===== config.mk =====
export PLATFORM = sky130hd
export DESIGN_NAME = fc_layer_engine
export DESIGN_NICKNAME = d
export VERILOG_FILES = /design/src/rtl/fc_layer_pkg.sv /design/src/rtl/fc_layer_engine_mult.sv /design/src/rtl/fc_layer_engine.sv
export SDC_FILE = /design/constraint.sdc
export NUM_CORES = 2
export LEC_CHECK = 0
export ABC_AREA = 1
export CAP_MARGIN = 20
export CORE_MARGIN = 8
export CORE_UTILIZATION = 60
export DETAILED_ROUTE_END_ITERATION = 8
export PLACE_DENSITY = 0.8
export SLEW_MARGIN = 25
export SYNTH_ARGS = -nofsm -noshare
export SYNTH_HDL_FRONTEND = slang
export SYNTH_SLANG_ARGS = --single-unit

===== constraint.sdc =====
create_clock -name i_clk -period 11 [get_ports i_clk]
set_input_delay 1.65 -clock i_clk [delete_from_list [all_inputs] [get_ports i_clk]]
set_output_delay 1.65 -clock i_clk [all_outputs]
set_load 0.01 [all_outputs]

===== src/rtl/fc_layer_pkg.sv =====
// Shared types and requantization arithmetic for the fully-connected layer engine.
// Optional macro SAT_OUT_EN: saturate the 16-bit output to int8 instead of truncating.
package fc_layer_pkg;

  localparam int unsigned ACC_W  = 32;
  localparam int unsigned PROD_W = 64;
  localparam int unsigned OP_W   = 16;
  localparam int unsigned CNT_W  = 16;

  typedef enum logic [2:0] {
    S_IDLE,
    S_MAC,
    S_BIAS,
    S_QMUL,
    S_QSHIFT,
    S_OUT,
    S_DONE
  } state_t;

  typedef struct packed {
    logic        [CNT_W-1:0] n_in;
    logic        [CNT_W-1:0] n_out;
    logic signed [7:0]       input_zp;
    logic signed [7:0]       filter_zp;
    logic signed [7:0]       output_zp;
    logic signed [31:0]      quant_mult;
    logic signed [31:0]      quant_shift;
    logic                    relu_en;
  } cfg_t;

  // p64 = r32 * mult + 2^(ts-1), ts = 31 - shift
  function automatic logic signed [PROD_W-1:0] qmul(
    input logic signed [ACC_W-1:0] r32,
    input logic signed [31:0]      mult,
    input logic signed [31:0]      shift
  );
    logic signed [31:0]       ts_m1;
    logic signed [PROD_W-1:0] a64;
    logic signed [PROD_W-1:0] b64;
    ts_m1 = 32'sd30 - shift;
    a64   = {{32{r32[31]}}, r32};
    b64   = {{32{mult[31]}}, mult};
    return (a64 * b64) + (64'sd1 <<< ts_m1[5:0]);
  endfunction

  // Arithmetic shift by ts, add output zero point, reduce to int8
  function automatic logic [7:0] qshift(
    input logic signed [PROD_W-1:0] p64,
    input logic signed [31:0]       shift,
    input logic signed [7:0]        out_zp
  );
    logic signed [31:0]       ts;
    logic signed [PROD_W-1:0] s64;
    logic signed [15:0]       o16;
    ts  = 32'sd31 - shift;
    s64 = p64 >>> ts[5:0];
    o16 = s64[15:0] + {{8{out_zp[7]}}, out_zp};
`ifdef SAT_OUT_EN
    if (o16 > 16'sd127)       return 8'h7F;
    else if (o16 < -16'sd128) return 8'h80;
    else                      return o16[7:0];
`else
    return o16[7:0];
`endif
  endfunction

  function automatic logic [7:0] requant(
    input logic signed [ACC_W-1:0] r32,
    input logic signed [31:0]      mult,
    input logic signed [31:0]      shift,
    input logic signed [7:0]       out_zp
  );
    return qshift(qmul(r32, mult, shift), shift, out_zp);
  endfunction

endpackage


===== src/rtl/fc_layer_engine_mult.sv =====
// fc_mult_wrap: 16x16 signed multiplier selected at compile time.
// Macros MULT_BASE_LOG / MULT_DR_ALM_7TRUNC / MULT_IMPROVED_DR_ALM_7TRUNC pick an
// approximate core; with none defined the exact product is used.
module fc_mult_wrap
  import fc_layer_pkg::*;
(
  input  logic signed [OP_W-1:0]   i_a,
  input  logic signed [OP_W-1:0]   i_b,
  output logic signed [2*OP_W-1:0] o_z
);

`ifdef MULT_BASE_LOG
  base_log_mult u_mult (i_a, i_b, o_z);
`elsif MULT_DR_ALM_7TRUNC
  dr_alm_core_16bit7trunc u_mult (i_a, i_b, o_z);
`elsif MULT_IMPROVED_DR_ALM_7TRUNC
  improved_dr_alm_16_7trunc u_mult (i_a, i_b, o_z);
`else
  // Exact signed product, bit-equivalent to exact_16bit_mult
  always_comb o_z = i_a * i_b;
`endif

endmodule


===== src/rtl/fc_layer_engine.sv =====
// fc_layer_engine: streamed int8 fully-connected layer, one int8 result per neuron.
// Optional macro SAT_OUT_EN (see fc_layer_pkg) saturates results instead of truncating.
module fc_layer_engine
  import fc_layer_pkg::*;
#(
  parameter int unsigned MAX_IN  = 1024,
  parameter int unsigned MAX_OUT = 1024
) (
  input  logic                         i_clk,
  input  logic                         i_rst_n,
  input  logic                         i_start,
  input  logic [$clog2(MAX_IN+1)-1:0]  i_cfg_n_in,
  input  logic [$clog2(MAX_OUT+1)-1:0] i_cfg_n_out,
  input  logic signed [7:0]            i_cfg_input_zp,
  input  logic signed [7:0]            i_cfg_filter_zp,
  input  logic signed [7:0]            i_cfg_output_zp,
  input  logic signed [31:0]           i_cfg_quant_mult,
  input  logic signed [31:0]           i_cfg_quant_shift,
  input  logic                         i_cfg_relu_en,
  input  logic                         i_op_valid,
  output logic                         o_op_ready,
  input  logic [7:0]                   i_act,
  input  logic [7:0]                   i_wgt,
  input  logic [31:0]                  i_bias,
  output logic                         o_res_valid,
  input  logic                         i_res_ready,
  output logic [7:0]                   o_res,
  output logic                         o_busy,
  output logic                         o_done
);

  localparam int unsigned BEAT_W = $clog2(MAX_IN + 1);
  localparam int unsigned NRN_W  = $clog2(MAX_OUT + 1);

  state_t                   r_state;
  state_t                   w_next;
  cfg_t                     r_cfg;
  logic [BEAT_W-1:0]        r_beat;
  logic [NRN_W-1:0]         r_neuron;
  logic signed [ACC_W-1:0]  r_acc;
  logic signed [ACC_W-1:0]  r_bias;
  logic signed [PROD_W-1:0] r_p64;
  logic [7:0]               r_res;

  logic signed [OP_W-1:0]   w_a16;
  logic signed [OP_W-1:0]   w_b16;
  logic signed [2*OP_W-1:0] w_prod;
  logic signed [ACC_W-1:0]  w_acc_b;
  logic                     w_last_beat;
  logic                     w_last_neuron;

  assign w_a16         = {{8{i_act[7]}}, i_act} - {{8{r_cfg.input_zp[7]}}, r_cfg.input_zp};
  assign w_b16         = {{8{i_wgt[7]}}, i_wgt} - {{8{r_cfg.filter_zp[7]}}, r_cfg.filter_zp};
  assign w_acc_b       = r_acc + r_bias;
  assign w_last_beat   = (r_beat == BEAT_W'(r_cfg.n_in - 16'd1));
  assign w_last_neuron = (r_neuron == NRN_W'(r_cfg.n_out - 16'd1));
  assign o_res         = r_res;

  fc_mult_wrap u_mult (
    .i_a (w_a16),
    .i_b (w_b16),
    .o_z (w_prod)
  );

  // State register
  always_ff @(posedge i_clk or negedge i_rst_n) begin
    if (!i_rst_n) r_state <= S_IDLE;
    else          r_state <= w_next;
  end

  // Next-state and handshake/status outputs
  always_comb begin
    w_next      = r_state;
    o_op_ready  = 1'b0;
    o_res_valid = 1'b0;
    o_busy      = 1'b0;
    o_done      = 1'b0;
    case (r_state)
      S_IDLE:   if (i_start) w_next = S_MAC;
      S_MAC: begin
        o_op_ready = 1'b1;
        o_busy     = 1'b1;
        if (i_op_valid && w_last_beat) w_next = S_BIAS;
      end
      S_BIAS:   begin o_busy = 1'b1; w_next = S_QMUL;   end
      S_QMUL:   begin o_busy = 1'b1; w_next = S_QSHIFT; end
      S_QSHIFT: begin o_busy = 1'b1; w_next = S_OUT;    end
      S_OUT: begin
        o_busy      = 1'b1;
        o_res_valid = 1'b1;
        if (i_res_ready) w_next = w_last_neuron ? S_DONE : S_MAC;
      end
      S_DONE:   begin o_done = 1'b1; w_next = S_IDLE; end
      default:  w_next = S_IDLE;
    endcase
  end

  // Config latch, counters, accumulator and requantization pipeline
  always_ff @(posedge i_clk or negedge i_rst_n) begin
    if (!i_rst_n) begin
      r_cfg    <= '0;
      r_beat   <= '0;
      r_neuron <= '0;
      r_acc    <= '0;
      r_bias   <= '0;
      r_p64    <= '0;
      r_res    <= '0;
    end else begin
      case (r_state)
        S_IDLE: if (i_start) begin
          r_cfg.n_in        <= CNT_W'(i_cfg_n_in);
          r_cfg.n_out       <= CNT_W'(i_cfg_n_out);
          r_cfg.input_zp    <= i_cfg_input_zp;
          r_cfg.filter_zp   <= i_cfg_filter_zp;
          r_cfg.output_zp   <= i_cfg_output_zp;
          r_cfg.quant_mult  <= i_cfg_quant_mult;
          r_cfg.quant_shift <= i_cfg_quant_shift;
          r_cfg.relu_en     <= i_cfg_relu_en;
          r_acc             <= '0;
          r_beat            <= '0;
          r_neuron          <= '0;
        end
        S_MAC: if (i_op_valid) begin
          r_acc  <= r_acc + w_prod;
          r_beat <= r_beat + 1'b1;
          if (r_beat == '0) r_bias <= i_bias;
        end
        S_BIAS:   r_acc <= (r_cfg.relu_en && w_acc_b[ACC_W-1]) ? '0 : w_acc_b;
        S_QMUL:   r_p64 <= qmul(r_acc, r_cfg.quant_mult, r_cfg.quant_shift);
        S_QSHIFT: r_res <= qshift(r_p64, r_cfg.quant_shift, r_cfg.output_zp);
        S_OUT: if (i_res_ready && !w_last_neuron) begin
          r_neuron <= r_neuron + 1'b1;
          r_acc    <= '0;
          r_beat   <= '0;
        end
        default: ;
      endcase
    end
  end

endmodule


==> qor.csv <==
stage;metric;value;unit
place;io_buffers;149;
die;pin_count;176;
worst_setup_path;path_delay_family;adder cells;
grt;grt_usage;0.334;
finish;drive_gt1_frac;0.0370;
die;fp-row-count;120;
sta;fin_setup_tns;0;ns
finish;syn2layout_area_growth;5.76;%
logic_synthesis;yosys-top-cells-area;fa_1 (41%), nand2_1 (13%), inv_1 (12%);
worst_setup_path;crit_fanout;23;
grt;grt_start_max_net_pins;82;
logic_synthesis;syn_area;64400;um^2
clock_tree;cts_buffers;35;
worst_setup_path;path_buf_inv;5;
logic_synthesis;netlist_top_cells_count;nand2_1 (2,241), inv_1 (2,087), fa_1 (1,329);
clock_tree;ctsResizeCount;0;
worst_setup_path;cp.required;11.45;ns
logic_synthesis;synth_edf_count;0;
drt;drt_iter0_markers;4593;
clock_tree;max-clock-path-buffers;3;
logic_synthesis;async_flop_share;1.00;
status;status;finished, final reports clean;
logic_synthesis;synth_warnings;0;
grt;grt_pass1_wl;309000;um
drt;viasPerCell;5.57;
logic_synthesis;syn_avg_cell_area;7.73;um^2
worst_setup_path;crit_top_cell;fa_1;
worst_setup_path;worstSetupPathType;reg -> reg;
logic_synthesis;ys_types;55;
die;die-area;118000;um^2
logic_synthesis;ys.flop_type;dfrtp_1;
clock_tree;cts_tree;built;
sta;fin_crit_sh;0.840;
die;die_w;344;um
logic_synthesis;synthCells;8330;
clock_tree;hold_buffers;0;
logic_synthesis;synth_top_area_cell;fa_1;
sta;hold_viol;0;
grt;first_global_vias;57600;
clock_tree;cts.sinks;246;
drt;wl;192000;um
logic_synthesis;synth_top_area_frac;0.413;
drt;vias;53900;
grt;antenna_found_initial;5;
place;place_congestion;1.01;
grt;grt_overflow;0;
hold_path;hold_path_class;reg -> reg;
sta;max_slew_margin;0.269;
logic_synthesis;yosysSeqAreaShare;0.0957;
job;drv_cap;0;
drt;drc;0;
worst_setup_path;crit_slowest_cell;nand2_1;
die;design.core.area;107000;um^2
place;hpwl;159000;um
worst_setup_path;end_kind;register;
drt;antenna_left;0;
logic_synthesis;yosysMostFrequentCell;nand2_1;
die;start_util;0.603;
sta;grt_setup_unrepaired;no;
sta;period_needed;9.24;ns
finish;nets;10100;
clock_tree;root_buffer;clkbuf_16;
drt;first_pass_iters;8;
sta;finalSetupViolCount;0;
worst_setup_path;critPathMaxStageDelay;0.59;ns
die;die_y;344;um
sta;fmax;108;MHz
worst_setup_path;start_kind;register;
clock_tree;clock_latency;0.60;ns
clock_tree;clkTransAtPathRegs;0.06;ns
logic_synthesis;ys_ff_latch;246;
sta;slew_viol_final;0;
sta;tightest_slew;1.09;ns
sta;fin_skew;0.0425;ns
clock_tree;post_cts_buffers;0;
logic_synthesis;synthesis.nets;10200;
drt;wl_per_cell;19.8;um
clock_tree;cts.htree.levels;2;
worst_setup_path;arrival;9.69;ns
flip-flops by register name, summed over array words and instances, names as in the netlist:
register	cells
r_p64	64
o_res	8
r_cfg	85
r_acc	32
r_bias	32
r_beat	11
r_neuron	11
r_state	3
worst register-to-register path, delay by kind of cell, from the launching register on:
kind                       cells  cell delay [ns]
DFF                            1             0.44
and+or+nand+nor               11             2.40
AOI/OAI and AO/OA              3             1.12
adders and majority gates      9             4.51
buffers and inverters          5             0.66
area by class of cell:
| cell class | count | area (um^2) |
|---|---|---|
| Inverter | 2099 | 7880 |
| Sequential cell | 246 | 6160 |
| Multi-Input combinational cell | 5618 | 48900 |
| Fill cell | 9055 | 38700 |
| Clock buffer | 40 | 915 |
| Timing Repair Buffer | 242 | 2190 |
| Tap cell | 1403 | 1760 |
| Clock inverter | 23 | 290 |
| Antenna cell | 3 | 7.51 |
kinds of logic after synthesis:
logic type / count (synthesis) / share of synthesized area
adder cells (fa/ha/maj): 1682 / 0.482
XOR/XNOR: 92 / 0.0125
multiplexers: 84 / 0.0145
AO/OA/AOI/OAI: 542 / 0.0458
flip-flops: 246 / 0.0957
buffers and inverters: 2466 / 0.145
AND/OR/NAND/NOR: 3218 / 0.204
stage by stage:
| stage | worst slack [ns] | hold WS [ns] | util | cells | area, um^2 |
|---|---|---|---|---|---|
| after global placement | 1.82 | 0.457 | 0.626 | 9608 | 66800 |
| after global routing | 1.35 | 0.505 | 0.638 | 9674 | 68100 |
| after floorplan | 3.18 | 0.443 | - | 8330 | 64400 |
| after CTS | 1.85 | 0.487 | 0.638 | 9671 | 68100 |
| after detailed placement | 1.75 | 0.473 | 0.626 | 9608 | 66900 |
| final | 1.76 | 0.486 | 0.638 | 9674 | 68100 |
cells in the final DEF (no fill, tap or decap), types with 93 or more instances in the layout:
cell             count
nand2_1           2240
nand3_1            331
dfrtp_1            243
ha_1               353
o21ai_0            221
a21oi_1            224
nor2_1             406
fa_1              1329
inv_1             2084
clkdlybuf4s50_1    148
buf_4               93
worst paths after layout:
kind | startpoint | to | slack (ns) | cells past startpoint
max | r_cfg[1] | r_p64[62] | 1.76 | 28
min | o_res[6] | o_res[6] | 0.49 | 2
max reg2reg | r_cfg[1] | r_p64[62] | 1.76 | 28
min reg2reg | o_res[6] | o_res[6] | 0.49 | 2
max in group asynchronous | i_rst_n | r_acc[15] | 7.74 | 3
min in group asynchronous | i_rst_n | r_p64[49] | 1.04 | 1
metal layers:
| metal | global-route usage | wire length (um) | vias to the layer above | part of all wire |
|---|---|---|---|---|
| met1 | 0.414 | 71800 | 26700 | 0.37 |
| li1 | - | - | 24100 | - |
| met2 | 0.575 | 94700 | 2445 | 0.49 |
| met5 | 0 | 14 | - | 0.000073 |
| met4 | 0.151 | 10200 | 2 | 0.053 |
| met3 | 0.0518 | 14800 | 626 | 0.077 |
Power is left out: the tool's default activity adds up to more than one toggle a clock period on the data nets, which glitch-free logic cannot reach.
